File: config.mk
export PLATFORM = sky130hd
export DESIGN_NAME = perceptron_ctrl
export DESIGN_NICKNAME = d
export VERILOG_FILES = /design/src/rtl/perceptron_ctrl.sv
export SDC_FILE = /design/constraint.sdc
export NUM_CORES = 1
export LEC_CHECK = 0
export ABC_AREA = 1
export BUFFER_PORTS_ARGS = -buffer_cell sky130_fd_sc_hd__buf_2
export CORE_ASPECT_RATIO = 0.5
export CORE_MARGIN = 8
export CORE_UTILIZATION = 38
export DETAILED_ROUTE_END_ITERATION = 8
export PLACE_DENSITY_LB_ADDON = 0.08
export SLEW_MARGIN = 0
export SYNTH_ARGS = -nofsm -noshare
export SYNTH_HDL_FRONTEND = slang
export SYNTH_SLANG_ARGS = --single-unit
File: constraint.sdc
create_clock -name clk -period 9 [get_ports clk]
set_clock_uncertainty 0.15 [all_clocks]
set_input_delay 1.8 -clock clk [delete_from_list [all_inputs] [get_ports clk]]
set_output_delay 1.8 -clock clk [all_outputs]
set_load 0.01 [all_outputs]
File: src/rtl/perceptron_ctrl.sv
`default_nettype none
// ============================================================================
// Module   : perceptron_ctrl
// Purpose  : Sequencer for a perceptron-style classifier. Holds N_INPUTS
//            signed weights plus a bias. Evaluates one input vector with a
//            single shared multiply-accumulate, one term per cycle. On a
//            misclassification it can apply the perceptron learning rule,
//            again one element per cycle.
// Ports    : clk, rst_n         clock, async active-low reset
//            cfg_we/addr/wdata  weight (addr 0..N-1) / bias (addr N) write
//            rd_addr, rd_data   combinational readback, same address map
//            start, x_vec       evaluation request and input vector
//            label, train_en    desired class and learning enable
//            busy, done         status, done is a one-cycle pulse
//            classification     registered result of the last evaluation
// Revision : 1.0 - initial release
// ============================================================================
module perceptron_ctrl #(
  parameter int N_INPUTS = 4,
  parameter int X_WIDTH  = 4,
  parameter int W_WIDTH  = 4
) (
  input  logic                          clk,
  input  logic                          rst_n,
  input  logic                          cfg_we,
  input  logic [$clog2(N_INPUTS+1)-1:0] cfg_addr,
  input  logic [W_WIDTH-1:0]            cfg_wdata,
  input  logic [$clog2(N_INPUTS+1)-1:0] rd_addr,
  output logic [W_WIDTH-1:0]            rd_data,
  input  logic                          start,
  input  logic [N_INPUTS*X_WIDTH-1:0]   x_vec,
  input  logic                          label,
  input  logic                          train_en,
  output logic                          busy,
  output logic                          done,
  output logic                          classification
);

  localparam int AW     = $clog2(N_INPUTS+1);
  localparam int KW     = $clog2(N_INPUTS);
  localparam int ACC_W  = W_WIDTH + X_WIDTH + $clog2(N_INPUTS) + 1;
  localparam int PROD_W = W_WIDTH + X_WIDTH + 1;
  localparam int SUM_W  = W_WIDTH + X_WIDTH + 1;

  localparam logic [2:0] c_idle   = 3'd0;
  localparam logic [2:0] c_accum  = 3'd1;
  localparam logic [2:0] c_decide = 3'd2;
  localparam logic [2:0] c_update = 3'd3;
  localparam logic [2:0] c_done   = 3'd4;

  // Saturation limits of a weight, expressed at the wider update-sum width.
  localparam logic signed [SUM_W-1:0] c_sat_max =
    {{(SUM_W-W_WIDTH+1){1'b0}}, {(W_WIDTH-1){1'b1}}};
  localparam logic signed [SUM_W-1:0] c_sat_min =
    {{(SUM_W-W_WIDTH+1){1'b1}}, {(W_WIDTH-1){1'b0}}};
  localparam logic signed [SUM_W-1:0] c_one = {{(SUM_W-1){1'b0}}, 1'b1};

  function automatic logic signed [W_WIDTH-1:0] f_sat(input logic signed [SUM_W-1:0] s);
    if (s > c_sat_max)      return c_sat_max[W_WIDTH-1:0];
    else if (s < c_sat_min) return c_sat_min[W_WIDTH-1:0];
    else                    return s[W_WIDTH-1:0];
  endfunction

  logic [2:0]                   r_state;
  logic [KW-1:0]                r_k;
  logic signed [ACC_W-1:0]      r_acc;
  logic [N_INPUTS*X_WIDTH-1:0]  r_x;
  logic                         r_label;
  logic                         r_train;
  logic                         r_class;
  logic signed [W_WIDTH-1:0]    r_w [N_INPUTS];
  logic signed [W_WIDTH-1:0]    r_bias;

  logic                         w_last;
  logic                         w_cfg_ok;
  logic                         w_cfg_bias;
  logic                         w_pos;
  logic [X_WIDTH-1:0]           w_xk;
  logic signed [W_WIDTH-1:0]    w_wk;
  logic signed [PROD_W-1:0]     w_wk_p;
  logic signed [PROD_W-1:0]     w_xk_p;
  logic signed [PROD_W-1:0]     w_prod;
  logic signed [ACC_W-1:0]      w_acc_next;
  logic signed [W_WIDTH-1:0]    w_bias_eff;
  logic signed [SUM_W-1:0]      w_wk_s;
  logic signed [SUM_W-1:0]      w_xk_s;
  logic signed [SUM_W-1:0]      w_b_s;
  logic signed [W_WIDTH-1:0]    w_upd;
  logic signed [W_WIDTH-1:0]    w_bias_upd;

  assign w_last     = (r_k == KW'(N_INPUTS-1));
  assign w_cfg_ok   = (r_state == c_idle) && cfg_we;
  assign w_cfg_bias = w_cfg_ok && (cfg_addr == AW'(N_INPUTS));
  // acc == 0 counts as class 0, so "positive" means non-negative and non-zero.
  assign w_pos      = !r_acc[ACC_W-1] && (r_acc != '0);

  assign w_xk   = r_x[r_k*X_WIDTH +: X_WIDTH];
  assign w_wk   = r_w[r_k];

  // Inputs are unsigned: zero-extend x, sign-extend w, multiply at full width.
  assign w_wk_p     = {{(PROD_W-W_WIDTH){w_wk[W_WIDTH-1]}}, w_wk};
  assign w_xk_p     = {{(PROD_W-X_WIDTH){1'b0}}, w_xk};
  assign w_prod     = w_wk_p * w_xk_p;
  assign w_acc_next = r_acc + {{(ACC_W-PROD_W){w_prod[PROD_W-1]}}, w_prod};

  // A bias written on the same edge as start must seed the accumulator.
  assign w_bias_eff = w_cfg_bias ? cfg_wdata : r_bias;

  assign w_wk_s     = {{(SUM_W-W_WIDTH){w_wk[W_WIDTH-1]}}, w_wk};
  assign w_xk_s     = {{(SUM_W-X_WIDTH){1'b0}}, w_xk};
  assign w_b_s      = {{(SUM_W-W_WIDTH){r_bias[W_WIDTH-1]}}, r_bias};
  assign w_upd      = f_sat(r_label ? (w_wk_s + w_xk_s) : (w_wk_s - w_xk_s));
  assign w_bias_upd = f_sat(r_label ? (w_b_s + c_one) : (w_b_s - c_one));

  // Control sequencer
  always_ff @(posedge clk or negedge rst_n) begin
    if (!rst_n) begin
      r_state <= c_idle;
      r_k     <= '0;
      r_acc   <= '0;
      r_x     <= '0;
      r_label <= 1'b0;
      r_train <= 1'b0;
      r_class <= 1'b0;
    end else begin
      case (r_state)
        c_idle: begin
          if (start) begin
            r_x     <= x_vec;
            r_label <= label;
            r_train <= train_en;
            r_acc   <= {{(ACC_W-W_WIDTH){w_bias_eff[W_WIDTH-1]}}, w_bias_eff};
            r_k     <= '0;
            r_state <= c_accum;
          end
        end
        c_accum: begin
          r_acc <= w_acc_next;
          if (w_last) begin
            r_k     <= '0;
            r_state <= c_decide;
          end else begin
            r_k <= r_k + KW'(1);
          end
        end
        c_decide: begin
          r_class <= w_pos;
          r_state <= (r_train && (r_label != w_pos)) ? c_update : c_done;
        end
        c_update: begin
          if (w_last) begin
            r_k     <= '0;
            r_state <= c_done;
          end else begin
            r_k <= r_k + KW'(1);
          end
        end
        c_done:  r_state <= c_idle;
        default: r_state <= c_idle;
      endcase
    end
  end

  // Weight and bias storage: configuration writes only in IDLE, learning
  // updates only in UPDATE, so the two sources never collide.
  always_ff @(posedge clk or negedge rst_n) begin
    if (!rst_n) begin
      for (int i = 0; i < N_INPUTS; i++) r_w[i] <= '0;
      r_bias <= '0;
    end else begin
      for (int i = 0; i < N_INPUTS; i++) begin
        if (w_cfg_ok && (cfg_addr == AW'(i)))
          r_w[i] <= cfg_wdata;
        else if ((r_state == c_update) && (r_k == KW'(i)))
          r_w[i] <= w_upd;
      end
      if (w_cfg_bias)
        r_bias <= cfg_wdata;
      else if ((r_state == c_update) && (r_k == '0))
        r_bias <= w_bias_upd;
    end
  end

  always_comb begin
    rd_data = '0;
    if (rd_addr == AW'(N_INPUTS)) rd_data = r_bias;
    for (int i = 0; i < N_INPUTS; i++)
      if (rd_addr == AW'(i)) rd_data = r_w[i];
  end

  assign busy           = (r_state != c_idle);
  assign done           = (r_state == c_done);
  assign classification = r_class;

endmodule
`default_nettype wire

==> results_tabular.tex <==
\begin{tabular}{lr}
\hline
Metric & Value \\
\hline
\multicolumn{2}{l}{\textbf{Die}} \\
Initial core utilization & 38.9\% \\
\# rows & 28 \\
Core region area & about 12000 µm² \\
Vertical extent of the die & roughly 94 µm \\
IO Count & 39 \\
Area of the die & 16100 µm² \\
Die boundary width & 171 µm \\
\multicolumn{2}{l}{\textbf{Critical path}} \\
Startpoint Class & register \\
Flop2flop setup slack & 3.45 ns \\
Reg-to-reg critical path startpoint & r\_k[0] \\
Data arrival at the endpoint of the critical path & $\sim$5.6 ns \\
Worst Setup End Kind & register \\
Data required time of the worst path & about 9.0 ns \\
FF-to-FF path depth & 21 \\
Critical Path Source & r\_k[0] \\
Worst-path fanout max & 22 \\
End of the critical path & r\_acc[9] \\
Crit path kind & reg -> reg \\
End of the worst register-to-register path & r\_acc[9] \\
\multicolumn{2}{l}{\textbf{Clock tree}} \\
Count of hold-fix buffers inserted at cts & 0 \\
TritonCTS clock tree & done \\
Post-CTS sizing & 0 \\
Insertion delay of the later-clocked pin in the worst-skew pair & 0.30 ns \\
Num CTS Buffers & 5 \\
Deepest level of the CTS H-tree & 2 \\
Cell chosen for the clock root & sky130\_fd\_sc\_hd\_\_clkbuf\_16 \\
Number of buffers on the longest clock path & 2 \\
Post-CTS setup-driven buffer insertion count & 0 \\
Clock-pin slew on the worst setup and hold paths & 0.07 ns \\
Sinks on Clock Net & between 50 and 60 \\
\multicolumn{2}{l}{\textbf{Route}} \\
Routed wire length & between 10000 and 15000 µm \\
Via density per instance & about 4.9 \\
Routed length per placed instance & roughly 15 µm \\
Via total after detailed routing & 4159 \\
Iter 0 DRT Violations & 260 \\
Residual antenna-violating net count after detailed routing & 0 \\
Count of unresolved DRC violations after routing & 0 \\
Number of optimization iterations in the first detailed-route pass & 4 \\
\multicolumn{2}{l}{\textbf{STA}} \\
Hold Violations, Final & 0 \\
Number of setup violations in the final report & 0 \\
Unrepaired setup endpoints after global routing & no \\
Number of pins with negative max-slew slack in the final report & 0 \\
Sum of negative setup slack & 0 ns \\
Worst Tran Pin Value & approximately 0.75 ns \\
Fin worst setup slack & about 3.4 ns \\
Min Clock Period, post-route & 5.55 ns \\
Share of the cycle needed by the critical path after routing & around three fifths \\
Max\_slew headroom & between 40\% and 50\% \\
Tightest hold margin & $\sim$0.32 ns \\
Maximum operating frequency & about 180 MHz \\
\multicolumn{2}{l}{\textbf{Yosys}} \\
Synth cell types & 41 \\
Post-synth top flop & sky130\_fd\_sc\_hd\_\_dfrtp\_1 \\
Yosys warnings & 0 \\
Per-instance average area after synthesis & 7.21 µm² \\
Number of cells produced by synthesis & between 600 and 700 \\
Syn\_nets & approximately 720 \\
Number of storage elements in the synthesis netlist & between 50 and 60 \\
Yosys top cell area share & between 20\% and 30\% \\
Cell type with the highest aggregate area in the netlist & sky130\_fd\_sc\_hd\_\_dfrtp\_1 \\
Top cells by area in the synthesized netlist & sky130\_fd\_sc\_hd\_\_dfrtp\_1 (30\%), sky130\_fd\_sc\_hd\_\_nand2\_1 (15\%), sky130\_fd\_sc\_hd\_\_ha\_1 (11\%), sky130\_fd\_sc\_hd\_\_inv\_1 (7.1\%), sky130\_fd\_sc\_hd\_\_nand3\_1 (6.1\%) \\
Proportion of synthesized chip area in sequential cells & 30.0\% \\
Netlist area before placement & between 4000 and 5000 µm² \\
Count of flip-flops with a built-in enable after synthesis & 0 \\
Post-synth ARST share & between 90\% and 100\% \\
\multicolumn{2}{l}{\textbf{Finish}} \\
Area added between synthesis and finish & 11.0\% \\
Final Net Count & 758 \\
Share of layout cells above drive strength 1 & approximately an eighth \\
Most common cell after layout, fill and taps aside & sky130\_fd\_sc\_hd\_\_nand2\_1 \\
N\_diodes & 0 \\
Most frequent cells in the layout & sky130\_fd\_sc\_hd\_\_nand2\_1 (187), sky130\_fd\_sc\_hd\_\_inv\_1 (87), sky130\_fd\_sc\_hd\_\_nand3\_1 (56), sky130\_fd\_sc\_hd\_\_dfrtp\_1 (55), sky130\_fd\_sc\_hd\_\_ha\_1 (42) \\
\multicolumn{2}{l}{\textbf{Place}} \\
Final weighted congestion in routability-driven placement & between 0.9 and 1 \\
Port Buffer Count & 38 \\
Post-placement worst setup slack & $\sim$3.5 ns \\
Detailed Place HPWL & 9960 µm \\
\multicolumn{2}{l}{\textbf{Global route}} \\
Gr usage total & $\sim$17\% \\
Pin count of the biggest net entering global routing & 56 \\
First-pass GRT wire length & about 21000 µm \\
Initial antenna violation count & 0 \\
Total congestion overflow & 0 \\
Number of global-route vias before repair & a little over 4000 \\
\multicolumn{2}{l}{\textbf{Outcome}} \\
Outcome & finished, final reports clean \\
\multicolumn{2}{l}{\textbf{Flow run}} \\
Max Cap Violations & 0 \\
\multicolumn{2}{l}{\textbf{Worst hold path}} \\
Hold Crit Class & reg -> reg \\
\hline
\end{tabular}
==> cells in the mapped netlist (all sizes together) (7+ instances only) <==
cell and count:
a21oi 31, buf 7, dfrtp 55, fa 8
ha 42, inv 95, nand2 204, nand3 59
nand4 7, nor2 37, nor3 7, o21ai 35
xnor2 7, xor2 7
==> flip-flops by register name, summed over array words and instances, names as in the netlist <==
name	flops
classification	1
r_acc	11
r_bias	4
r_k	2
r_label	1
r_state	3
r_train	1
r_w	16
r_x	16
==> layout make-up <==
class,count,area (µm²)
repair buffers,40,205
multi-input cells,477,2790
well taps,165,206
clock inverters,1,7.51
flip-flops and latches,55,1380
clock buffers,7,153
inverters,97,364
fillers,1273,6710
==> critical path, cell delays in order (launching register included) <==
cell and delay [ns]:
sky130_fd_sc_hd__dfrtp_1 0.63, sky130_fd_sc_hd__inv_2 0.36, sky130_fd_sc_hd__nand2_1 0.09, sky130_fd_sc_hd__a32oi_1 0.36
sky130_fd_sc_hd__nand3_1 0.18, sky130_fd_sc_hd__fa_1 0.53, sky130_fd_sc_hd__fa_1 0.59, sky130_fd_sc_hd__fa_1 0.42
sky130_fd_sc_hd__inv_1 0.07, sky130_fd_sc_hd__ha_1 0.18, sky130_fd_sc_hd__inv_1 0.06, sky130_fd_sc_hd__fa_1 0.39
sky130_fd_sc_hd__o21ai_0 0.22, sky130_fd_sc_hd__xor2_1 0.10, sky130_fd_sc_hd__ha_1 0.35, sky130_fd_sc_hd__inv_1 0.07
sky130_fd_sc_hd__nor3_1 0.22, sky130_fd_sc_hd__o21ai_0 0.19, sky130_fd_sc_hd__nand3_1 0.12, sky130_fd_sc_hd__nand2_1 0.05
sky130_fd_sc_hd__nand3_1 0.06, sky130_fd_sc_hd__nand2_1 0.05
==> worst min-delay path by stage <==
| stage | from | to | cells after the start |
|---|---|---|---|
| after floorplan | r_x[0] | r_x[0] | 2 |
| after global placement | r_x[1] | r_x[1] | 2 |
| after detailed placement | r_x[1] | r_x[1] | 2 |
| after CTS | r_x[1] | r_x[1] | 2 |
| after global routing | r_x[11] | r_x[11] | 2 |
| final | r_x[1] | r_x[1] | 2 |
==> per-stage QoR <==
| step | utilization, % | area, µm² | cells |
|---|---|---|---|
| after global routing | 43.2 | 5100 | 842 |
| after detailed placement | 41.8 | 4940 | 834 |
| after global placement | 41.8 | 4940 | 834 |
| final | 43.2 | 5100 | 842 |
| after CTS | 43.2 | 5100 | 842 |
| after floorplan | - | 4590 | 637 |
==> layer usage <==
layer	vias to the layer above	track usage [%]	routed length [µm]
li1	2152	-	-
met5	-	0	0
met3	12	3.06	584
met4	0	3.45	123
met2	81	25.8	5250
met1	1914	24.0	6450
==> cells by family (layout without fill, tap and decap cells) <==
logic type | count (synthesis) | count (layout) | share of synthesized area (%)
AOI/OAI and AO/OA | 94 | 94 | 11.8
and+or+nand+nor | 319 | 319 | 31.2
adders and majority gates | 50 | 50 | 14.9
buffers and inverters | 105 | 145 | 9.37
xor gates and xnor gates | 14 | 14 | 2.67
DFF | 55 | 55 | 30.0
Power is not shown: default switching activity piles up to over one toggle a cycle in this logic, so the estimate is an artifact.
